File: src/rtl/video_timing_gen_pkg.sv
// Shared types for the raster timing generator: region codes and standard mode presets.
package video_timing_gen_pkg;

  typedef enum logic [1:0] {
    RGN_ACTIVE,
    RGN_FP,
    RGN_SYNC,
    RGN_BP
  } region_e;

  typedef struct packed {
    logic [12:0] h_active;
    logic [12:0] h_fp;
    logic [12:0] h_sync;
    logic [12:0] h_bp;
    logic [12:0] v_active;
    logic [12:0] v_fp;
    logic [12:0] v_sync;
    logic [12:0] v_bp;
    logic        hs_pol;
    logic        vs_pol;
  } timing_preset_t;

  localparam timing_preset_t PRESET_640X480_60 = '{
    h_active: 13'd640,  h_fp: 13'd16, h_sync: 13'd96, h_bp: 13'd48,
    v_active: 13'd480,  v_fp: 13'd10, v_sync: 13'd2,  v_bp: 13'd33,
    hs_pol: 1'b0, vs_pol: 1'b0};

  localparam timing_preset_t PRESET_1280X720_60 = '{
    h_active: 13'd1280, h_fp: 13'd110, h_sync: 13'd40, h_bp: 13'd220,
    v_active: 13'd720,  v_fp: 13'd5,   v_sync: 13'd5,  v_bp: 13'd20,
    hs_pol: 1'b1, vs_pol: 1'b1};

  localparam timing_preset_t PRESET_1920X1080_60 = '{
    h_active: 13'd1920, h_fp: 13'd88, h_sync: 13'd44, h_bp: 13'd148,
    v_active: 13'd1080, v_fp: 13'd4,  v_sync: 13'd5,  v_bp: 13'd36,
    hs_pol: 1'b1, vs_pol: 1'b1};

endpackage

File: src/rtl/video_timing_gen_axis.sv
// One raster axis: wrapping position counter plus active/fp/sync/bp region decode.
module timing_axis_counter
  import video_timing_gen_pkg::*;
#(
  parameter int unsigned IN_BITS = 13
) (
  input  logic               i_clk,
  input  logic               i_clr,
  input  logic               i_en,
  input  logic [IN_BITS-1:0] i_active,
  input  logic [IN_BITS-1:0] i_fp,
  input  logic [IN_BITS-1:0] i_sync,
  input  logic [IN_BITS-1:0] i_bp,
  output logic [IN_BITS:0]   o_cnt,
  output logic               o_last,
  output region_e            o_region
);

  localparam int unsigned CW = IN_BITS + 1;

  logic [CW-1:0] w_fp_start;
  logic [CW-1:0] w_sync_start;
  logic [CW-1:0] w_bp_start;
  logic [CW-1:0] w_total;
  logic [CW-1:0] r_cnt;

  assign w_fp_start   = CW'(i_active);
  assign w_sync_start = w_fp_start + CW'(i_fp);
  assign w_bp_start   = w_sync_start + CW'(i_sync);
  assign w_total      = w_bp_start + CW'(i_bp);

  assign o_last = (r_cnt == w_total - CW'(1));
  assign o_cnt  = r_cnt;

  always_ff @(posedge i_clk) begin
    if (i_clr) begin
      r_cnt <= '0;
    end else if (i_en) begin
      r_cnt <= o_last ? '0 : r_cnt + CW'(1);
    end
  end

  // Zero-length porches fall through naturally since their ranges are empty.
  always_comb begin
    o_region = RGN_BP;
    if (r_cnt < w_fp_start) begin
      o_region = RGN_ACTIVE;
    end else if (r_cnt < w_sync_start) begin
      o_region = RGN_FP;
    end else if (r_cnt < w_bp_start) begin
      o_region = RGN_SYNC;
    end
  end

endmodule

File: src/rtl/video_timing_gen.sv
// Raster timing source: shadowed runtime config, h/v axis counters and registered video outputs.
module video_timing_gen
  import video_timing_gen_pkg::*;
#(
  parameter int unsigned X_BITS = 13,
  parameter int unsigned Y_BITS = 13
) (
  input  logic              clk,
  input  logic              rst_n,
  input  logic [X_BITS-1:0] h_active,
  input  logic [X_BITS-1:0] h_fp,
  input  logic [X_BITS-1:0] h_sync,
  input  logic [X_BITS-1:0] h_bp,
  input  logic [Y_BITS-1:0] v_active,
  input  logic [Y_BITS-1:0] v_fp,
  input  logic [Y_BITS-1:0] v_sync,
  input  logic [Y_BITS-1:0] v_bp,
  input  logic              hs_pol,
  input  logic              vs_pol,
  output logic [X_BITS-1:0] x,
  output logic [Y_BITS-1:0] y,
  output logic              de,
  output logic              hsync,
  output logic              vsync,
  output logic              line_start,
  output logic              frame_start,
  output logic [X_BITS-1:0] total_active_pix,
  output logic              cfg_err
);

  logic [X_BITS-1:0] r_h_active, r_h_fp, r_h_sync, r_h_bp;
  logic [Y_BITS-1:0] r_v_active, r_v_fp, r_v_sync, r_v_bp;
  logic              r_hs_pol, r_vs_pol;

  logic [X_BITS:0]   w_h_cnt;
  logic [Y_BITS:0]   w_v_cnt;
  logic              w_h_last, w_v_last;
  region_e           w_h_rgn, w_v_rgn;
  logic              w_bad, w_run, w_clr, w_frame_end, w_latch, w_de;

  logic [X_BITS-1:0] r_x;
  logic [Y_BITS-1:0] r_y;
  logic              r_de, r_hsync, r_vsync, r_line_start, r_frame_start, r_cfg_err;
  logic [X_BITS-1:0] r_tap;

  assign w_bad = (r_h_active == '0) || (r_h_sync == '0) ||
                 (r_v_active == '0) || (r_v_sync == '0);
  assign w_run = !w_bad;
  assign w_clr = !rst_n || w_bad;

  // An invalid config holds the counters, so the frame-end reload is gated to keep
  // cfg_err sticky until the next reset even for degenerate 1x1 totals.
  assign w_frame_end = w_h_last && w_v_last && w_run;
  assign w_latch     = !rst_n || w_frame_end;

  always_ff @(posedge clk) begin
    if (w_latch) begin
      r_h_active <= h_active;
      r_h_fp     <= h_fp;
      r_h_sync   <= h_sync;
      r_h_bp     <= h_bp;
      r_v_active <= v_active;
      r_v_fp     <= v_fp;
      r_v_sync   <= v_sync;
      r_v_bp     <= v_bp;
      r_hs_pol   <= hs_pol;
      r_vs_pol   <= vs_pol;
    end
  end

  timing_axis_counter #(.IN_BITS(X_BITS)) u_h_axis (
    .i_clk    (clk),
    .i_clr    (w_clr),
    .i_en     (1'b1),
    .i_active (r_h_active),
    .i_fp     (r_h_fp),
    .i_sync   (r_h_sync),
    .i_bp     (r_h_bp),
    .o_cnt    (w_h_cnt),
    .o_last   (w_h_last),
    .o_region (w_h_rgn)
  );

  timing_axis_counter #(.IN_BITS(Y_BITS)) u_v_axis (
    .i_clk    (clk),
    .i_clr    (w_clr),
    .i_en     (w_h_last),
    .i_active (r_v_active),
    .i_fp     (r_v_fp),
    .i_sync   (r_v_sync),
    .i_bp     (r_v_bp),
    .o_cnt    (w_v_cnt),
    .o_last   (w_v_last),
    .o_region (w_v_rgn)
  );

  assign w_de = w_run && (w_h_rgn == RGN_ACTIVE) && (w_v_rgn == RGN_ACTIVE);

  always_ff @(posedge clk) begin
    if (!rst_n) begin
      r_x           <= '0;
      r_y           <= '0;
      r_de          <= 1'b0;
      r_hsync       <= ~hs_pol;
      r_vsync       <= ~vs_pol;
      r_line_start  <= 1'b0;
      r_frame_start <= 1'b0;
      r_tap         <= '0;
      r_cfg_err     <= 1'b0;
    end else begin
      r_de          <= w_de;
      r_x           <= w_de ? w_h_cnt[X_BITS-1:0] : '0;
      r_y           <= w_de ? w_v_cnt[Y_BITS-1:0] : '0;
      r_hsync       <= (w_run && (w_h_rgn == RGN_SYNC)) ? r_hs_pol : ~r_hs_pol;
      r_vsync       <= (w_run && (w_v_rgn == RGN_SYNC)) ? r_vs_pol : ~r_vs_pol;
      r_line_start  <= w_run && (w_h_cnt == '0);
      r_frame_start <= w_run && (w_h_cnt == '0) && (w_v_cnt == '0);
      r_tap         <= r_h_active;
      r_cfg_err     <= w_bad;
    end
  end

  assign x                = r_x;
  assign y                = r_y;
  assign de               = r_de;
  assign hsync            = r_hsync;
  assign vsync            = r_vsync;
  assign line_start       = r_line_start;
  assign frame_start      = r_frame_start;
  assign total_active_pix = r_tap;
  assign cfg_err          = r_cfg_err;

endmodule

File: config.mk
export PLATFORM = sky130hd
export DESIGN_NAME = video_timing_gen
export DESIGN_NICKNAME = d
export VERILOG_FILES = /design/src/rtl/video_timing_gen_pkg.sv /design/src/rtl/video_timing_gen_axis.sv /design/src/rtl/video_timing_gen.sv
export SDC_FILE = /design/constraint.sdc
export NUM_CORES = 1
export LEC_CHECK = 0
export CAP_MARGIN = 20
export CORE_UTILIZATION = 41
export CTS_CLUSTER_SIZE = 25
export DETAILED_ROUTE_END_ITERATION = 8
export PLACE_DENSITY_LB_ADDON = 0.1
export SYNTH_ARGS = -nofsm -noshare
export SYNTH_HDL_FRONTEND = slang
export SYNTH_SLANG_ARGS = --single-unit
export TNS_END_PERCENT = 10
File: constraint.sdc
create_clock -name clk -period 48.7 [get_ports clk]
set_input_delay 4.87 -clock clk [delete_from_list [all_inputs] [get_ports clk]]
set_output_delay 4.87 -clock clk [all_outputs]
set_load 0.01 [all_outputs]
==> flow_metrics.env <==
export IMPL_outcome="finished clean"
export IMPL_ys_ff_latch=179
export IMPL_grt_pass1_vias=9237
export IMPL_globalRouteMet3Util=0.03247
export IMPL_syn2layout_area_growth_pct=20.69
export IMPL_worstPathArrival_ps=8170
export IMPL_dieArea_mm2=0.03074
export IMPL_worst_slew_pin_slew_ps=1005
export IMPL_nets=1698
export IMPL_post_cts_resized=0
export IMPL_yosysTopAreaCellShare=0.2584
export IMPL_pin_count=153
export IMPL_yosysWarnings=0
export IMPL_cts_htree_levels=4
export IMPL_setup_viol=0
export IMPL_cts_setup_buffers=0
export IMPL_ys_top_cells_by_area="edfxtp_1, ha_1, dfxtp_1"
export IMPL_cts_root_buf="clkbuf_16"
export IMPL_rsz0062_at_grt="false"
export IMPL_drive_above_1_share=0.04345
export IMPL_worstHoldPathType="reg2reg"
export IMPL_cts_tree="built"
export IMPL_skew_ps=15.36
export IMPL_p_leak_nw=6.314
export IMPL_synth_nets=1543
export IMPL_grt_met1_usage=0.3061
export IMPL_clock_fmax_mhz=123.2
export IMPL_r2r_end="r_v_bp[2]"
export IMPL_drt_initial_drc_count=599
export IMPL_peakVddDrop_mv=0.02488
export IMPL_yosysTopAreaCell="edfxtp_1"
export IMPL_async_reset_ff_frac=0
export IMPL_synth_common_cells="ha_1, inv_1, edfxtp_1, dfxtp_1, nor2_1"
export IMPL_gp_congestion=0.8865
export IMPL_synth_cell_types=69
export IMPL_cpPeakStageDelay_ps=790
export IMPL_min_to="hsync"
export IMPL_fillers=2790
export IMPL_stdcell_area_mm2=0.01487
export IMPL_grt_max_degree=79
export IMPL_power_density_mw_per_mm2=40.54
export IMPL_fin_crit_ps=8114
export IMPL_synth_top_flop_cell="edfxtp_1"
export IMPL_cts_path_max_buffers=2
export IMPL_placed_cell_area_mm2=0.01430
export IMPL_critPathKind="reg2reg"
export IMPL_antenna_found_initial=1
export IMPL_critPathMaxFanout=78
export IMPL_startpoint_type="register"
export IMPL_port_buffers=152
export IMPL_ant_nets=0
export IMPL_synth_edff_count=106
export IMPL_hold_start="r_hs_pol"
export IMPL_drv_slew=0
export IMPL_grt_ovfl_total=0
export IMPL_core_mm2=0.02956
export IMPL_required_ps=48750
export IMPL_rrSetupSlack_ps=40590
export IMPL_initial_utilization=0.4167
export IMPL_r2r_start="r_h_active[0]"
export IMPL_vias_per_cell=5.348
export IMPL_end_kind="register"
export IMPL_dieWidth_um=175.3
export IMPL_crit_family="compound AO/OA/AOI/OAI gates"
export IMPL_die_h_um=175.3
export IMPL_clk_pin_slew_worst_paths_ps=70
export IMPL_cp_num_buf_inv=3
export IMPL_synth_avg_cell_area_um2=9.783
export IMPL_num_vias=9717
export IMPL_timing_final_hold_violations=0
export IMPL_route_detailed_drc=0
export IMPL_syn_inst=1259
export IMPL_track_usage=0.2026
export IMPL_relSlewSlack=0.3302
export IMPL_cts_buffers=17
export IMPL_num_antenna_cells=0
export IMPL_synth_most_common_cell="ha_1"
export IMPL_wl_per_cell_um=16.59
export IMPL_clock_latency_ps=440
export IMPL_cts_hold_fix_buffers=0
export IMPL_clock_sinks=179
export IMPL_cpMaxStageDelayCell="buf_4"
export IMPL_core_rowCount=63
export IMPL_drt_first_pass_iters=5
export IMPL_finalSetupTns_ps=0
export IMPL_netlist_area_mm2=0.01232
export IMPL_place_hpwl_um=23880
export IMPL_top_usage_layer="met1"
export IMPL_layout_worst_path_cycle_share=0.1666
export IMPL_critical_path_startpoint="r_h_active[0]"
export IMPL_holdPathStages=1
export IMPL_use_met2=0.2953
export IMPL_grt_pass1_wl_um=48390
export IMPL_drt_total_wl_um=30140
export IMPL_max_cap_viol_count=0
export IMPL_ff2ff_path_depth=30
export IMPL_ys_seq_area_frac=0.3771
[metal layers]
layer	vias up	part of all wire
met3	28	0.048
met2	270	0.42
li1	4905	-
met5	-	0
met4	0	0.016
met1	4514	0.52
[report_power, final]
group | switching, mW | internal (mW)
Sequential | 0.00430 | 0.167
Combinational | 0.166 | 0.129
Clock | 0.0628 | 0.0736
[layout by cell type, fill, tap and decap left out, types with 26 or more instances in the layout]
cell and n:
xnor2_1 62, nor2_1 69, xor2_1 39, dfxtp_1 73
nand2_1 43, nor4_1 30, a21o_1 32, nand4_1 26
ha_1 170, inv_1 145, a21oi_1 65, edfxtp_1 106
and2_1 34, clkdlybuf4s50_1 152, o21ai_0 68
[worst max path at each step]
| stage | endpoint | depth (start not counted) |
|---|---|---|
| after floorplan | r_h_active[0] | 30 |
| after global placement | r_v_fp[3] | 30 |
| after detailed placement | r_h_active[2] | 30 |
| after CTS | r_v_active[8] | 30 |
| after global routing | r_v_bp[2] | 30 |
| final | r_v_bp[2] | 30 |
[worst reg2reg max path, delay by kind of cell (launching register included)]
family / cells / cell delay (ps)
compound gates: 13 / 2500
xor+xnor: 2 / 480
fa+ha+maj: 5 / 1490
buf+inv: 3 / 910
flops: 1 / 400
simple gates: 7 / 1850
[logic make-up (layout without fill, tap and decap cells)]
logic type	Yosys count	count (layout)	share of synthesized area
compound gates	303	303	0.1657
xor+xnor	102	102	0.07365
buf+inv	170	338	0.05242
flops	179	179	0.3771
simple gates	321	321	0.1409
mux	6	6	0.006196
fa+ha+maj	178	178	0.1841
[metrics by stage]
stage | hold WS [ps] | setup WS, ps | total power [mW] | cells | utilization
floorplan | 471.4 | 31320 | 0.4025 | 1259 | -
global placement | 515.9 | 40830 | 0.4637 | 1785 | 0.4836
finish | 550.0 | 40590 | 0.6027 | 1817 | 0.5029
global route | 568.5 | 40070 | 0.6511 | 1817 | 0.5029
detailed placement | 527.0 | 40670 | 0.4666 | 1785 | 0.4836
CTS | 552.4 | 40620 | 0.6049 | 1817 | 0.5029
[area by class of cell]
type	instances	area (um2)	share of cell area
clock buffers	23	503.0	0.03384
clock inverters	9	66.31	0.004461
inverters	146	548.0	0.03687
multi-input cells	910	7034	0.4732
flip-flops and latches	179	4644	0.3124
well taps	390	488.0	0.03283
repair buffers	160	1582	0.1064
Power figures use the tool's default switching activity.
